<file path="src/rtl/td4_pkg.sv">
// Shared types and constants for the TD4 run controller.
package td4_pkg;

    typedef enum logic [1:0] {
        HALT = 2'd0,
        RUN  = 2'd1,
        STEP = 2'd2
    } run_state_t;

    // speed input encoding: divide the base period by 1, 4, 16 or 64
    localparam logic [1:0] SPEED_X1  = 2'd0;
    localparam logic [1:0] SPEED_X4  = 2'd1;
    localparam logic [1:0] SPEED_X16 = 2'd2;
    localparam logic [1:0] SPEED_X64 = 2'd3;

endpackage

</file>
<file path="src/rtl/td4_button_debouncer.sv">
// Front-panel button conditioning: 2-FF synchronizer, level debounce and
// a one-cycle press event on the debounced released->pressed transition.
module td4_button_debouncer #(
    parameter int DEBOUNCE_CYCLES = 1_000_000,
    parameter int COUNTER_WIDTH   = 32
) (
    input  logic clock,
    input  logic n_reset,
    input  logic i_button_n,
    output logic o_press
);
    localparam logic [COUNTER_WIDTH-1:0] CNT_LAST = COUNTER_WIDTH'(DEBOUNCE_CYCLES - 1);
    localparam logic [COUNTER_WIDTH-1:0] CNT_ONE  = COUNTER_WIDTH'(1);

    logic                     r_sync1;
    logic                     r_sync2;
    logic                     r_level;
    logic                     r_level_d;
    logic [COUNTER_WIDTH-1:0] r_cnt;

    always_ff @(posedge clock or negedge n_reset) begin
        if (!n_reset) begin
            r_sync1   <= 1'b1;
            r_sync2   <= 1'b1;
            r_level   <= 1'b1;
            r_level_d <= 1'b1;
            r_cnt     <= '0;
        end else begin
            r_sync1   <= i_button_n;
            r_sync2   <= r_sync1;
            r_level_d <= r_level;
            // any cycle where the synced level agrees with the debounced one restarts the count
            if (r_sync2 == r_level) begin
                r_cnt <= '0;
            end else if (r_cnt >= CNT_LAST) begin
                r_level <= r_sync2;
                r_cnt   <= '0;
            end else begin
                r_cnt <= r_cnt + CNT_ONE;
            end
        end
    end

    assign o_press = r_level_d & ~r_level;

endmodule

</file>
<file path="src/rtl/td4_run_controller.sv">
// TD4 execution controller: turns run/step buttons into CPU clock-enable strobes.
// Optional breakpoint halt is compiled in when TD4_BREAKPOINT_EN is defined.
module td4_run_controller
    import td4_pkg::*;
#(
    parameter int RATIO           = 50_000_000,
    parameter int DEBOUNCE_CYCLES = 1_000_000,
    parameter int COUNTER_WIDTH   = 32
) (
    input  logic       clock,
    input  logic       n_reset,
    input  logic       n_run_button,
    input  logic       n_step_button,
    input  logic [1:0] speed,
`ifdef TD4_BREAKPOINT_EN
    input  logic [3:0] pc,
    input  logic [3:0] break_addr,
    input  logic       break_enable,
    output logic       break_hit,
`endif
    output logic       cpu_enable,
    output logic       running,
    output logic [7:0] pulse_count
);
    localparam logic [COUNTER_WIDTH-1:0] RATIO_W = COUNTER_WIDTH'(RATIO);
    localparam logic [COUNTER_WIDTH-1:0] CNT_ONE = COUNTER_WIDTH'(1);

    run_state_t               r_state;
    run_state_t               w_state_next;
    logic [COUNTER_WIDTH-1:0] r_rate_cnt;
    logic [COUNTER_WIDTH-1:0] w_rate_cnt_next;
    logic [COUNTER_WIDTH-1:0] w_period;
    logic [COUNTER_WIDTH-1:0] w_period_m1;
    logic                     w_run_ev;
    logic                     w_step_ev;
    logic                     w_tc;
    logic                     w_break;
    logic                     w_pulse_next;
    logic                     r_cpu_enable;
    logic [7:0]               r_pulse_count;

    td4_button_debouncer #(
        .DEBOUNCE_CYCLES(DEBOUNCE_CYCLES),
        .COUNTER_WIDTH  (COUNTER_WIDTH)
    ) u_run_db (
        .clock     (clock),
        .n_reset   (n_reset),
        .i_button_n(n_run_button),
        .o_press   (w_run_ev)
    );

    td4_button_debouncer #(
        .DEBOUNCE_CYCLES(DEBOUNCE_CYCLES),
        .COUNTER_WIDTH  (COUNTER_WIDTH)
    ) u_step_db (
        .clock     (clock),
        .n_reset   (n_reset),
        .i_button_n(n_step_button),
        .o_press   (w_step_ev)
    );

    always_comb begin
        case (speed)
            SPEED_X1:  w_period = RATIO_W;
            SPEED_X4:  w_period = RATIO_W >> 2;
            SPEED_X16: w_period = RATIO_W >> 4;
            default:   w_period = RATIO_W >> 6;
        endcase
    end

    // a period that shifts down to zero is clamped to one pulse per cycle
    assign w_period_m1 = (w_period == '0) ? '0 : (w_period - CNT_ONE);
    assign w_tc        = (r_rate_cnt >= w_period_m1);

`ifdef TD4_BREAKPOINT_EN
    logic r_break_hit;

    assign w_break = break_enable && (pc == break_addr);

    always_ff @(posedge clock or negedge n_reset) begin
        if (!n_reset) begin
            r_break_hit <= 1'b0;
        end else if ((r_state == HALT) && w_run_ev) begin
            r_break_hit <= 1'b0;
        end else if ((r_state == RUN) && !w_run_ev && w_tc && w_break) begin
            r_break_hit <= 1'b1;
        end
    end

    assign break_hit = r_break_hit;
`else
    assign w_break = 1'b0;
`endif

    // States: HALT waits for a button | RUN divided-rate strobes | STEP one strobe then HALT
    always_ff @(posedge clock or negedge n_reset) begin
        if (!n_reset) begin
            r_state <= HALT;
        end else begin
            r_state <= w_state_next;
        end
    end

    always_comb begin
        w_state_next = r_state;
        case (r_state)
            HALT: begin
                if (w_run_ev) begin
                    w_state_next = RUN;
                end else if (w_step_ev) begin
                    w_state_next = STEP;
                end
            end
            RUN: begin
                if (w_run_ev || (w_tc && w_break)) begin
                    w_state_next = HALT;
                end
            end
            default: w_state_next = HALT;
        endcase
    end

    always_comb begin
        w_pulse_next    = 1'b0;
        w_rate_cnt_next = '0;
        case (r_state)
            HALT: begin
                w_pulse_next = !w_run_ev && w_step_ev;
            end
            RUN: begin
                if (w_run_ev) begin
                    w_rate_cnt_next = '0;
                end else if (w_tc) begin
                    w_pulse_next = !w_break;
                end else begin
                    w_rate_cnt_next = r_rate_cnt + CNT_ONE;
                end
            end
            default: begin
                w_pulse_next = 1'b0;
            end
        endcase
    end

    always_ff @(posedge clock or negedge n_reset) begin
        if (!n_reset) begin
            r_rate_cnt    <= '0;
            r_cpu_enable  <= 1'b0;
            r_pulse_count <= '0;
        end else begin
            r_rate_cnt    <= w_rate_cnt_next;
            r_cpu_enable  <= w_pulse_next;
            r_pulse_count <= r_pulse_count + {7'd0, w_pulse_next};
        end
    end

    assign cpu_enable  = r_cpu_enable;
    assign running     = (r_state == RUN);
    assign pulse_count = r_pulse_count;

endmodule

</file>
<file path="config.mk">
export PLATFORM = sky130hd
export DESIGN_NAME = td4_run_controller
export DESIGN_NICKNAME = d
export VERILOG_FILES = /design/src/rtl/td4_pkg.sv /design/src/rtl/td4_button_debouncer.sv /design/src/rtl/td4_run_controller.sv
export SDC_FILE = /design/constraint.sdc
export NUM_CORES = 1
export LEC_CHECK = 0
export CAP_MARGIN = 20
export CORE_MARGIN = 2
export CORE_UTILIZATION = 57
export CTS_BUF_LIST = sky130_fd_sc_hd__clkbuf_8
export CTS_CLUSTER_DIAMETER = 80
export CTS_CLUSTER_SIZE = 25
export DETAILED_ROUTE_END_ITERATION = 8
export PLACE_DENSITY = 0.75
export SLEW_MARGIN = 0
export SYNTH_ARGS = -nofsm -noshare
export SYNTH_HDL_FRONTEND = slang
export SYNTH_SLANG_ARGS = --single-unit
</file>
<file path="constraint.sdc">
create_clock -name clock -period 3.08 [get_ports clock]
set_input_delay 0.616 -clock clock [delete_from_list [all_inputs] [get_ports clock]]
set_output_delay 0.616 -clock clock [all_outputs]
set_load 0.05 [all_outputs]
</file>
==> summary.md <==
| Metric | Value |
|---|---|
| HPWL after DPL | `6930 um` |
| Maximum vdd drop | `0.565 mV` |
| Fill cells | `664` |
| Area of the core | `9240 um2` |
| Routed vias/inst | `5.39` |
| Hold Vio Cnt, Final | `0` |
| Root Buffer | `clkbuf_8` |
| Total CTS buffers | `17` |
| Max-slew headroom at the worst pin | `0.551` |
| #FFs+latches synth | `115` |
| Fmax | `331 MHz` |
| Ys Warns | `0` |
| Reg clk slew, reported paths | `0.07 ns` |
| Core Util, Final | `0.709` |
| Max cap viols | `0` |
| Starting density of the core | `0.589` |
| Gr usage total | `0.224` |
| Top-Level Pins | `16` |
| Crit-path slowest cell | `or4_4` |
| Initial antenna violation count | `0` |
| CP Cell Sequence | `clkdlybuf4s18_2 > inv_4 > ha_1 > o21ai_2 > ha_1 > nand4_1 > or4_4 > a32o_2 > nor2_4 > ha_4 > ha_4 > and3_4 > nand3_4 > xnor2_2` |
| Final number of max-transition violations | `0` |
| Status | `finished clean` |
| Cell count after synthesis | `502` |
| Global-route wire length before repair | `18000 um` |
| Tot Pwr | `3.60 mW` |
| Via count | `3843` |
| Worst path max stage delay | `0.46 ns` |
| Sequential fraction of the synthesis area | `0.531` |
| Num rows | `35` |
| Detailed Route Iter0 Violations | `116` |
| Port Buf Inserts | `15` |
| Critical Path AT | `3.34 ns` |
| Most common cell after layout, fill and taps aside | `dfrtp_1` |
| Final-stage net count | `611` |
| Drt first pass iters | `4` |
| Hold Slack | `0.189 ns` |
| Final setup violation count | `0` |
| Most frequent cells in the layout | `107 x dfrtp_1, 58 x nor2_1, 38 x nor4_1` |
| H-tree Lvls | `4` |
| Die outline area | `10300 um2` |
| CP Class | `in2reg` |
| Grt ovf | `0` |
| Vias in the first global route | `3981` |
| Die height | `102 um` |
| Hold Crit Class | `in2async` |
| Largest net degree at the start of global routing | `71` |
| Minimum clock period | `3.02 ns` |
| Avg Cell Area, Syn | `10.8 um2` |
| Gpl congestion | `0.966` |
| CTS tree | `yes` |
| Clock Skew | `0.00933 ns` |
| Setup TNS | `0 ns` |
| Hold_buf cts | `0` |
| Worst Path Required | `3.40 ns` |
| Share of layout cells above drive strength 1 | `0.158` |
| Cell area after layout | `6550 um2` |
| Chip width | `102 um` |
| # DRC | `0` |
| Final WL | `10300 um` |
| Setup crit end kind | `flip-flop` |
| Synth-to-Final Area Change | `20.5%` |
| Worst Max-Slew Pin Slew | `0.668 ns` |
| Clock Path Buffers | `2` |
| ANT nets after route | `0` |
| Distinct cells, synth | `39` |
| P_leak | `2.71 nW` |
| Placed cell areas | `6040 um2` |
| Clk_lat worst skew | `0.43 ns` |
| Diodes inserted | `0` |
| PwrDens | `550 nW/um2` |
| Final worst-path cycle share | `0.980` |
| Crit path launch type | `input pin` |
| Num Clock Sinks | `115` |
| Routed WL per cell | `14.4 um` |
| Post-synthesis cell area | `5440 um2` |
| CP max FO | `4` |
-- synthesized netlist by cell type --
library cell	number	area share
a2111o_1	2	0.0041
a211o_1	2	0.0032
a211oi_1	1	0.0014
a21o_1	2	0.0028
a21oi_1	8	0.0074
a21oi_2	1	0.0016
a2bb2oi_1	1	0.0016
a31oi_1	1	0.0012
a32o_1	1	0.0018
a32oi_1	1	0.0016
and2_1	1	0.0012
and3_1	8	0.0092
and4_1	9	0.014
buf_2	2	0.0018
buf_6	4	0.0083
clkbuf_1	7	0.0048
conb_1	1	0.00069
dfrtp_1	107	0.49
dfstp_2	8	0.039
ha_1	34	0.078
inv_1	19	0.013
mux2_1	2	0.0041
nand2_1	31	0.021
nand2b_1	1	0.0012
nand3_1	22	0.020
nand3_2	2	0.0037
nand4_1	21	0.024
nor2_1	59	0.041
nor2b_1	3	0.0035
nor3_1	16	0.015
nor4_1	38	0.044
nor4b_1	1	0.0016
o21a_1	1	0.0014
o21ai_0	5	0.0046
o41ai_1	1	0.0016
or3_1	5	0.0058
or4_1	4	0.0055
xnor2_1	36	0.058
xor2_1	34	0.055
-- flip-flops by register name (all words and copies together) (netlist names) --
signal               count
u_step_db.r_level        1
u_step_db.r_sync2        1
u_run_db.r_sync1         1
u_run_db.r_level         1
u_run_db.r_cnt          32
u_run_db.r_level_d       1
r_rate_cnt              32
pulse_count              8
u_step_db.r_level_d      1
u_run_db.r_sync2         1
r_state                  2
u_step_db.r_sync1        1
u_step_db.r_cnt         32
cpu_enable               1
-- kinds of logic (layout without fill, tap and decap cells) --
kind of cell / Yosys count / count (layout) / synth area share
compound gates: 27 / 27 / 0.0343
xor+xnor: 70 / 70 / 0.113
fa+ha+maj: 34 / 34 / 0.0782
buf+inv: 32 / 85 / 0.0281
flops: 115 / 115 / 0.531
mux: 2 / 2 / 0.00414
other cells: 1 / 30 / 0.000689
simple gates: 221 / 221 / 0.211
-- per-stage QoR --
step                cells  worst slack, ns
floorplan             531          0.00646
global placement      679           -0.761
detailed placement    679           -0.877
CTS                   713           0.0377
global route          713         -0.00920
finish                713           0.0608
-- layout make-up --
type                       count  area, um2  area share
clock buffer                  17        234      0.0357
clock inverter                15        155      0.0237
inverter                      19       81.3      0.0124
multi-input combinational    384       2710       0.413
sequential                   115       2890       0.441
tap                          129        161      0.0246
timing repair buffer          34        327      0.0498
-- path summary, 6_finish.rpt --
check                                             from                            end  slack [ns]  cells past startpoint
min reg2reg                u_step_db.r_sync1$_DFF_PN1_    u_step_db.r_sync2$_DFF_PN1_        0.36                      0
max reg2reg                   r_rate_cnt[21]$_DFF_PN0_       pulse_count[6]$_DFF_PN0_        0.41                     10
min                                            n_reset  u_step_db.r_cnt[19]$_DFF_PN0_        0.19                      1
min in group clock         u_step_db.r_sync1$_DFF_PN1_    u_step_db.r_sync2$_DFF_PN1_        0.36                      0
max                                           speed[1]       pulse_count[6]$_DFF_PN0_        0.06                     14
max in group asynchronous                      n_reset     u_run_db.r_sync2$_DFF_PN1_        2.11                      2
-- layer usage --
layer,up-vias,wire (um),global-route usage
li1,1884,-,-
met1,1886,4660,0.284
met2,52,5120,0.366
met3,21,275,0.0483
met4,0,234,0.109
met5,-,0,0
-- what timing repair did --
action,4_1_cts,5_1_grt
cloned,0,0
gates resized for setup,12,16
pin swaps,9,8
hold endpoints to repair,0,0
buffers inserted,2,0
setup endpoints to repair,34,5
-- critical path, delay by kind of cell --
family	cells	cell delay [ns]
AOI/OAI and AO/OA	2	0.40
xor gates and xnor gates	1	0.14
adders and majority gates	4	0.77
buffers and inverters	2	0.36
and+or+nand+nor	5	1.02
-- power breakdown --
part           switching (mW)  total (mW)  internal [mW]
clock                   0.644        1.37          0.725
combinational           0.364       0.569          0.205
sequential             0.0751        1.66           1.59
total                    1.08        3.60           2.52
Note: power is estimated with default switching activity, not from simulation.
